===== src/rtl/alu_addsub_arbiter.sv =====
// Two-port round-robin arbiter in front of one shared add/subtract datapath.
// Capture/negate cycle (IDLE) followed by add/result cycle (EXEC).
module alu_addsub_arbiter #(
  parameter int DWIDTH = 8
) (
  input  logic              clk,
  input  logic              rst,
  input  logic              req0,
  input  logic              op0,
  input  logic [DWIDTH-1:0] a0,
  input  logic [DWIDTH-1:0] b0,
  input  logic              req1,
  input  logic              op1,
  input  logic [DWIDTH-1:0] a1,
  input  logic [DWIDTH-1:0] b1,
  output logic              gnt0,
  output logic              gnt1,
  output logic              busy,
  output logic [DWIDTH-1:0] dout,
  output logic              cout,
  output logic              valid,
  output logic              valid_id
);

  typedef enum logic {IDLE, EXEC} state_t;

  state_t            state, state_nx;
  logic [DWIDTH-1:0] a_r, b_r;
  logic              cin_r, id_r, last_served;

  logic              take, win, op_w;
  logic [DWIDTH-1:0] a_w, b_w;
  logic [DWIDTH:0]   sum;

  always_comb begin
    state_nx = state;
    take     = 1'b0;
    win      = 1'b0;
    case (state)
      IDLE: begin
        if (req0 || req1) begin
          take     = 1'b1;
          // On a tie the port that was not served last wins.
          win      = (req0 && req1) ? ~last_served : req1;
          state_nx = EXEC;
        end
      end
      EXEC:    state_nx = IDLE;
      default: state_nx = IDLE;
    endcase
    op_w = win ? op1 : op0;
    a_w  = win ? a1  : a0;
    b_w  = win ? b1  : b0;
    sum  = {1'b0, a_r} + {1'b0, b_r} + {{DWIDTH{1'b0}}, cin_r};
  end

  always_ff @(posedge clk or posedge rst) begin
    if (rst) begin
      state       <= IDLE;
      a_r         <= '0;
      b_r         <= '0;
      cin_r       <= 1'b0;
      id_r        <= 1'b0;
      last_served <= 1'b1;
      gnt0        <= 1'b0;
      gnt1        <= 1'b0;
      busy        <= 1'b0;
      dout        <= '0;
      cout        <= 1'b0;
      valid       <= 1'b0;
      valid_id    <= 1'b0;
    end else begin
      state <= state_nx;
      gnt0  <= 1'b0;
      gnt1  <= 1'b0;
      valid <= 1'b0;
      if (take) begin
        // Subtract is folded into the operand: b inverted here, +1 via carry-in.
        a_r   <= a_w;
        b_r   <= op_w ? ~b_w : b_w;
        cin_r <= op_w;
        id_r  <= win;
        gnt0  <= ~win;
        gnt1  <= win;
        busy  <= 1'b1;
      end
      if (state == EXEC) begin
        {cout, dout} <= sum;
        valid        <= 1'b1;
        valid_id     <= id_r;
        last_served  <= id_r;
        busy         <= 1'b0;
      end
    end
  end

endmodule


===== config.mk =====
export PLATFORM = sky130hd
export DESIGN_NAME = alu_addsub_arbiter
export DESIGN_NICKNAME = d
export VERILOG_FILES = /design/src/rtl/alu_addsub_arbiter.sv
export SDC_FILE = /design/constraint.sdc
export NUM_CORES = 1
export LEC_CHECK = 0
export BUFFER_PORTS_ARGS = -buffer_cell sky130_fd_sc_hd__buf_2
export CAP_MARGIN = 40
export CORE_MARGIN = 3
export CORE_UTILIZATION = 39
export DETAILED_ROUTE_END_ITERATION = 10
export PLACE_DENSITY = 0.63
export SYNTH_ARGS = -nofsm -noshare
export SYNTH_HDL_FRONTEND = slang
export SYNTH_SLANG_ARGS = --single-unit

===== constraint.sdc =====
create_clock -name clk -period 3.1 [get_ports clk]
set_clock_uncertainty 0.05 [all_clocks]
set_input_delay 0.31 -clock clk [delete_from_list [all_inputs] [get_ports clk]]
set_output_delay 0.31 -clock clk [all_outputs]
set_load 0.05 [all_outputs]

After elaboration in Yosys (flattened, before gate mapping)
Cells that the tools add are included.

word-level totals
  bits in registers = 34
  input bits = 38
  word-level logic and storage cells = 37

cells by class
  $add $sub $neg = 2
  muxes and demuxes = 15
  bitwise gates (word level) = 4
  reductions and logical operators = 3

operators with widths
  kind                 number
  $mux W8              3
  $mux W1              11
  $add A8 B8 Y9        1
  $add A9 B1 Y9        1
  $not A8 Y8           1
  $not A1 Y1           3
  $pmux W1 S2          1
  $reduce_bool A2 Y1   1
  $logic_and A1 B1 Y1  1
  $logic_or A1 B1 Y1   1

Logic depth before layout (Yosys ltp)
Gate-level depths: netlist of the first run.

  depth in word-level cells = 7
  mapped depth = 6
  mapped depth without buffers = 6

Worst setup path before layout of the first run
No wires, ideal clock.

  path type = reg2reg
  from = reg a_r[0]
  to = reg cout
  library setup time = 127 ps
  arrival = 1903 ps
  required time = 2923 ps
  path slack = 1020 ps
  stages on the path, launching flop included = 7
  period minus slack after synthesis = 2080 ps
  cells stage by stage = dfrtp_1 > fa_1 > fa_1 > a211oi_1 > o21bai_1 > o21ai_0 > a21oi_1

between the ends
  word-level cells in the longest chain between the ends = 2

RTL lines
  element                   line  text
  start: declaration        28    logic [DWIDTH-1:0] a_r, b_r;
  start signal: assignment  79    a_r <= a_w;
  $add A8 B8 Y9             54    sum = {1'b0, a_r} + {1'b0, b_r} + {{DWIDTH{1'b0}}, cin_r};
  $add A9 B1 Y9             54
  end signal: assignment    88    {cout, dout} <= sum;
  end: declaration          20    output logic cout,

Every way passes these cells.
A chain may end at the register's enable or synchronous reset.

Final worst setup path of the first run
  from = reg a_r[0]
  to = reg dout[6]

between the ends
  word-level cells in the longest chain between the ends = 2

RTL lines
  element                 line  text
  $add A8 B8 Y9           54
  $add A9 B1 Y9           54
  end signal: assignment  88
  end: declaration        19    output logic [DWIDTH-1:0] dout,

Every way passes these cells.

==> summary.md, run 1 <==
| Metric | Value |
|---|---|
| Biggest regs | a_r x8, b_r x8, dout x8 |
| CTS max path bufs | 2 |
| Synth top cells by count | 33 x dfrtp_1, 18 x xor2_1, 17 x inv_1 |
| DRT Wirelength | 3.72 mm |
| Core area | 4560 µm² |
| Pleak | 0.00113 µW |
| Worst setup SP type | register |
| Synth Area per Inst | 10.6 µm² |
| Type of the worst setup path | reg -> reg |
| Fmax | 451 MHz |
| Maximum vdd ir drop | 0.232 mV |
| WP data arrival | 2.34 ns |
| Clock Pin Slew Worst Setup and Hold Paths | 0.06 ns |
| Fillers | 458 |
| Final non-filler cell total | 299 |
| Final Hold Fails | 0 |
| Chip Width | 76.2 µm |
| Cell with the most instances after synthesis | dfrtp_1 |
| Chip height | 76.2 µm |
| Inst Count DP | 291 |
| Crit-path max FO | 3 |
| Synth Warn # | 0 |
| Final worst path period share | 71.5% |
| Worst slew margin | 42.6% |
| Drt pass-1 iters | 6 |
| Fraction of layout cells with a size suffix above 1 | 31.2% |
| 1st-iter DRT viols | 84 |
| Post-synth top area share | 43.0% |
| Crit path cell chain | fa_1 -> fa_1 -> a211oi_1 -> o21bai_1 -> mux2i_1 -> a21oi_1 |
| Async SR Flop Fraction | 100% |
| WHS | 0.0544 ns |
| Gr ovfl total | 0 |
| Final Max Tran Viols | 0 |
| Via count | 1441 |
| Initial antenna violation count | 0 |
| RSZ-0062 raised after global routing | no |
| Avg WL per Cell | 12.4 µm |
| DIE AREA | 5810 µm² |
| Root Buffer | clkbuf_8 |
| Clock buffer count from CTS | 5 |
| Post-Syn Instances | 182 |
| DRC | 0 |
| Design area | 2290 µm² |
| Gr usage total | 14.1% |
| Min Tclk post-route | 2.22 ns |
| Syn Nets | 229 |
| Starting Density | 42.1% |
| CTS tree | yes |
| H-tree depth | 2 |
| Worst-Margin Slew | 0.860 ns |
| Dominant synthesized flop cell | dfrtp_1 |
| CP Capture Type | register |
| Synth unique cells | 36 |
| IO Count | 52 |
| Seq cells post-synth | 34 |
| Number of post-CTS setup repair buffers | 0 |
| Clk Latency, worst-skew pair | 0.28 ns |
| Class of the worst hold path | in -> async |
| Post-Syn Area | 1920 µm² |
| Hpwl dp | 2.87 mm |
| First-pass GRT wire length | 6.55 mm |
| Synth area leaders | dfrtp_1 43%, xor2_1 8.2%, mux2i_1 5.7%, ha_1 4.6%, inv_1 3.3% |
| Antenna viol nets, final | 0 |
| Cell mode on critical path | fa_1 |
| Row count | 24 |
| Max incr delay on CP | 0.50 ns |
| Post-synth EDFFs | 0 |
| Vias in the first global route | 1395 |
| Clock Sinks | 34 |
| Antenna Cells | 0 |
| Placer Congestion | 0.780 |
| Placed cell area | 2210 µm² |
| Max-cap violations | 0 |
| Critical path data required time | 3.22 ns |
| Pre-CTS setup slack | 0.887 ns |
| Via-to-Cell Ratio | 4.82 |
| Largest net degree at the start of global routing | 35 |
| Final net count | 280 |
| Post-CTS Hold Buffers | 0 |
| Post-CTS resize count | 0 |
| Buffers on Ports | 51 |
| Status | finished, final reports clean |
| Final setup vio count | 0 |
| CP max-delay cell | fa_1 |
| Area leader, netlist | dfrtp_1 |
| Register area share after synthesis | 44.3% |
| Syn-to-layout area delta | 19.1% |
| PD cells | 796 nW/µm² |
| Setup TNS | 0 ns |
| Setup ws final | 0.882 ns |
[area by class of cell]
class	count	area [µm²]	share of cell area [%]
tap	65	81.3	3.55
multi-input combinational	120	927	40.5
timing repair buffer	55	285	12.5
inverter	17	63.8	2.79
clock buffer	8	80.1	3.50
sequential	34	852	37.2
[layer usage]
| layer | global-route usage (%) | share of wire (%) | vias to the layer above |
|---|---|---|---|
| li1 | - | - | 734 |
| met1 | 18.0 | 46 | 663 |
| met2 | 21.9 | 45 | 38 |
| met3 | 4.02 | 6.3 | 6 |
| met4 | 6.52 | 2.0 | 0 |
| met5 | 0 | 0 | - |
[through the flow]
step	utilization, %	power (µW)
6_report	50.2	1820
5_1_grt	50.2	1970
4_1_cts	50.2	1840
3_5_place_dp	48.4	1530
3_3_place_gp	48.4	1520
2_1_floorplan	-	1350
[power by group]
part	total [µW]	internal, µW	leakage (µW)	switching (µW)
sequential	650	575	0.000411	75.0
clock	307	159	0.0000395	147
combinational	866	308	0.000683	558
total	1820	1040	0.00113	780
[cell families (layout without fill, tap and decap cells)]
group / after synthesis / after routing / share of synthesized area (%)
AO/OA/AOI/OAI: 52 / 52 / 19.0
XOR/XNOR: 19 / 19 / 8.66
adder cells (fa/ha/maj): 9 / 9 / 6.64
buffers and inverters: 28 / 80 / 7.62
flip-flops: 34 / 34 / 44.3
multiplexers: 14 / 14 / 7.68
AND/OR/NAND/NOR: 26 / 26 / 6.05
[critical path, delay by kind of cell, from the launching register on]
kind | cells | cell delay (ns)
adder cells (fa/ha/maj) | 2 | 0.94
flip-flops | 1 | 0.40
multiplexers | 1 | 0.17
AO/OA/AOI/OAI | 3 | 0.53
[path summary, 6_finish.rpt]
| kind | start | endpoint | slack [ns] | cells past startpoint |
|---|---|---|---|---|
| worst max-delay path | a_r[0]$_DFFE_PP0P_ | dout[6]$_DFFE_PP0P_ | 0.88 | 6 |
| worst min-delay path | rst | gnt0$_DFF_PP0_ | 0.05 | 3 |
| worst max register to register | a_r[0]$_DFFE_PP0P_ | dout[6]$_DFFE_PP0P_ | 0.88 | 6 |
| worst min register to register | id_r$_DFFE_PP0P_ | id_r$_DFFE_PP0P_ | 0.43 | 1 |
| max in group asynchronous | rst | last_served$_DFFE_PP1P_ | 2.62 | 3 |
| min in group clk | a0[2] | a_r[2]$_DFFE_PP0P_ | 0.19 | 3 |
[layout by cell type, fill, tap and decap left out]
master    count
mux2_4        1
o21ai_1      11
a21o_1        2
a222oi_1      6
nand2_1      14
nor2b_1       1
o21bai_2      1
a211oi_1      3
nor3b_1       1
o221ai_2      1
o21ai_2       1
clkbuf_1      3
nor2_1        6
buf_2        51
xnor2_1       1
a21o_2        1
nor3_1        1
buf_4         4
o21bai_1      1
nand4b_1      1
dfstp_2       1
dfrtp_1      33
a21oi_1       9
a211oi_2      3
mux2_2        2
nand3_1       1
o21ai_0       8
ha_1          7
xor2_1       18
clkbuf_8      5
inv_1        17
o22ai_1       3
mux2i_1      11
or2b_2        1
o32ai_2       1
o21a_1        1
fa_1          2
No activity file was read; power rests on OpenSTA's default activity.
==> inputs of run 2 (changes only) <==
--- a/config.mk
+++ b/config.mk
@@ -5,12 +5,13 @@
 export SDC_FILE = /design/constraint.sdc
 export NUM_CORES = 1
 export LEC_CHECK = 0
+export ABC_AREA = 1
 export BUFFER_PORTS_ARGS = -buffer_cell sky130_fd_sc_hd__buf_2
 export CAP_MARGIN = 40
 export CORE_MARGIN = 3
 export CORE_UTILIZATION = 39
 export DETAILED_ROUTE_END_ITERATION = 10
-export PLACE_DENSITY = 0.63
+export PLACE_DENSITY = 0.66
 export SYNTH_ARGS = -nofsm -noshare
 export SYNTH_HDL_FRONTEND = slang
 export SYNTH_SLANG_ARGS = --single-unit
==> constraint.sdc (replaced) <==
create_clock -name clk -period 1.8 [get_ports clk]
set_clock_uncertainty 0.05 [all_clocks]
set_input_delay 0.18 -clock clk [delete_from_list [all_inputs] [get_ports clk]]
set_output_delay 0.18 -clock clk [all_outputs]
set_load 0.05 [all_outputs]
==> summary.md, run 2 <==
| Metric | Value |
|---|---|
| Gr usage total | 16.0% |
| DRC | 0 |
| Max-cap violations | 0 |
| Placed cell area | 2210 µm² |
| Hpwl dp | 3.09 mm |
| CTS tree | yes |
| Maximum vdd ir drop | 0.571 mV |
| Chip height | 75.7 µm |
| RSZ-0062 raised after global routing | yes |
| Register area share after synthesis | 45.0% |
| Via-to-Cell Ratio | 4.72 |
| Clock Sinks | 34 |
| Design area | 2350 µm² |
| Core area | 4500 µm² |
| Post-synth EDFFs | 0 |
| IO Count | 52 |
| Pleak | 0.00135 µW |
| Setup ws final | 0.00552 ns |
| Syn Nets | 302 |
| Setup TNS | 0 ns |
| WHS | 0.0457 ns |
| Async SR Flop Fraction | 100% |
| Root Buffer | clkbuf_8 |
| Synth Warn # | 0 |
| Synth unique cells | 22 |
| Syn-to-layout area delta | 24.4% |
| Post-synth top area share | 43.6% |
| Cell mode on critical path | nand3_2 |
| CTS max path bufs | 2 |
| Final worst path period share | 99.7% |
| Synth area leaders | dfrtp_1 44%, nand2_1 23%, nand3_1 6.6%, ha_1 4.6%, inv_1 4.0% |
| Most frequent cells in the layout | 117 x nand2_1, 51 x buf_2, 33 x dfrtp_1 |
| Pre-CTS setup slack | -0.0794 ns |
| DIE AREA | 5730 µm² |
| Min Tclk post-route | 1.79 ns |
| Post-Syn Area | 1890 µm² |
| Starting Density | 42.0% |
| H-tree depth | 2 |
| 1st-iter DRT viols | 77 |
| Critical path data required time | 1.93 ns |
| Most common cell after layout, fill and taps aside | nand2_1 |
| Class of the worst hold path | in -> reg |
| Clk Latency, worst-skew pair | 0.28 ns |
| DRT Wirelength | 4.17 mm |
| Inst Count DP | 354 |
| Area leader, netlist | dfrtp_1 |
| Max incr delay on CP | 0.41 ns |
| Type of the worst setup path | reg -> reg |
| Fmax | 557 MHz |
| Final setup vio count | 0 |
| Cell with the most instances after synthesis | nand2_1 |
| CP max-delay cell | dfrtp_1 |
| Crit-path max FO | 3 |
| WP data arrival | 1.92 ns |
| First-pass GRT wire length | 6.93 mm |
| CP Capture Type | register |
| Row count | 24 |
| Final Hold Fails | 0 |
| Crit path cell chain | fa_2 -> fa_2 -> nand2_2 -> nand3_2 -> nand3_2 -> nand3_1 -> nand3_2 -> nand2_1 |
| Buffers on Ports | 51 |
| Final Max Tran Viols | 0 |
| Worst setup SP type | register |
| Avg WL per Cell | 11.4 µm |
| Drt pass-1 iters | 4 |
| Worst slew margin | 72.0% |
| Initial antenna violation count | 0 |
| Seq cells post-synth | 34 |
| Antenna Cells | 0 |
| Fraction of layout cells with a size suffix above 1 | 25.9% |
| Synth top cells by count | 118 x nand2_1, 33 x dfrtp_1, 25 x nand3_1 |
| Clock Pin Slew Worst Setup and Hold Paths | 0.07 ns |
| Synth Area per Inst | 7.42 µm² |
| Vias in the first global route | 1593 |
| Clock buffer count from CTS | 5 |
| PD cells | 1410 nW/µm² |
| Via count | 1722 |
| Status | finished, final reports clean |
| Antenna viol nets, final | 0 |
| Largest net degree at the start of global routing | 35 |
| Post-Syn Instances | 255 |
| Worst-Margin Slew | 0.421 ns |
| Final non-filler cell total | 365 |
| Biggest regs | a_r x8, b_r x8, dout x8 |
| Placer Congestion | 0.895 |
| Chip Width | 75.7 µm |
| Gr ovfl total | 0 |
| Final net count | 359 |
| Dominant synthesized flop cell | dfrtp_1 |
==> run 2: cell types whose count changed after synthesis, sizes merged, moves of 4 or more <==
cell	before	now
nand2	14	120
o21ai	20	11
a21oi	9	5
inv	17	25
a211oi	6	0
mux2i	11	0
xor2	18	0
a222oi	6	0
nand4	0	9
buf	10	6
nand3	1	26
==> run 2: critical path: cells and delay by family (launching register included) <==
| kind | cells | cell delay, ns |
|---|---|---|
| adder cells (fa/ha/maj) | 2 | 0.77 |
| AND/OR/NAND/NOR | 6 | 0.46 |
| flip-flops | 1 | 0.41 |
==> run 2: per-stage QoR <==
stage,power (µW),util [%]
finish,3320,52.3
global route,3590,52.3
CTS,3330,51.8
detailed placement,2640,49.1
global placement,2630,49.1
floorplan,2300,-
==> run 2: report_power, final <==
| group | internal, µW | switching, µW | leakage (µW) |
|---|---|---|---|
| combinational | 475 | 1060 | 0.000878 |
| sequential | 994 | 133 | 0.000409 |
| clock | 386 | 274 | 0.0000575 |
| total | 1860 | 1460 | 0.00135 |
==> run 2: what timing repair did <==
item,CTS,global route
gates cloned,0,0
pin swaps,2,1
buffers inserted,0,2
resized for setup,3,1
hold buffers,1,0
endpoints found under the setup margin,2,3
hold endpoints to repair,33,0
==> run 2: logic make-up (layout without fill, tap and decap cells) <==
kind of cell	Yosys count	count (layout)	share of synthesized area, %
DFF	34	34	45.0
AOI/OAI and AO/OA	16	16	4.23
and+or+nand+nor	163	163	36.5
buffers and inverters	33	91	7.53
adders and majority gates	9	9	6.74
==> run 2: area by class of cell <==
| class | count | area [µm²] |
|---|---|---|
| fill | 439 | 2150 |
| multi-input combinational | 188 | 921 |
| sequential | 34 | 852 |
| timing repair buffer | 58 | 310 |
| clock buffer | 8 | 110 |
| inverter | 25 | 96.3 |
| tap | 52 | 65.1 |
==> run 2: final timing paths <==
check | end | depth (start not counted) | start | slack (ns)
max | dout[6]$_DFFE_PP0P_ | 8 | a_r[0]$_DFFE_PP0P_ | 0.006
min | a_r[2]$_DFFE_PP0P_ | 3 | a0[2] | 0.05
max reg2reg | dout[6]$_DFFE_PP0P_ | 8 | a_r[0]$_DFFE_PP0P_ | 0.006
min reg2reg | dout[1]$_DFFE_PP0P_ | 2 | dout[1]$_DFFE_PP0P_ | 0.42
max in group asynchronous | last_served$_DFFE_PP1P_ | 4 | rst | 0.89
min in group asynchronous | valid_id$_DFFE_PP0P_ | 4 | rst | 0.47
==> run 2: layer usage <==
metal	vias up	global-route usage (%)	routed length (µm)
met2	41	25.9	1890
met3	5	3.03	192
li1	920	-	-
met1	756	20.8	2030
met5	-	0	0
met4	0	6.99	56
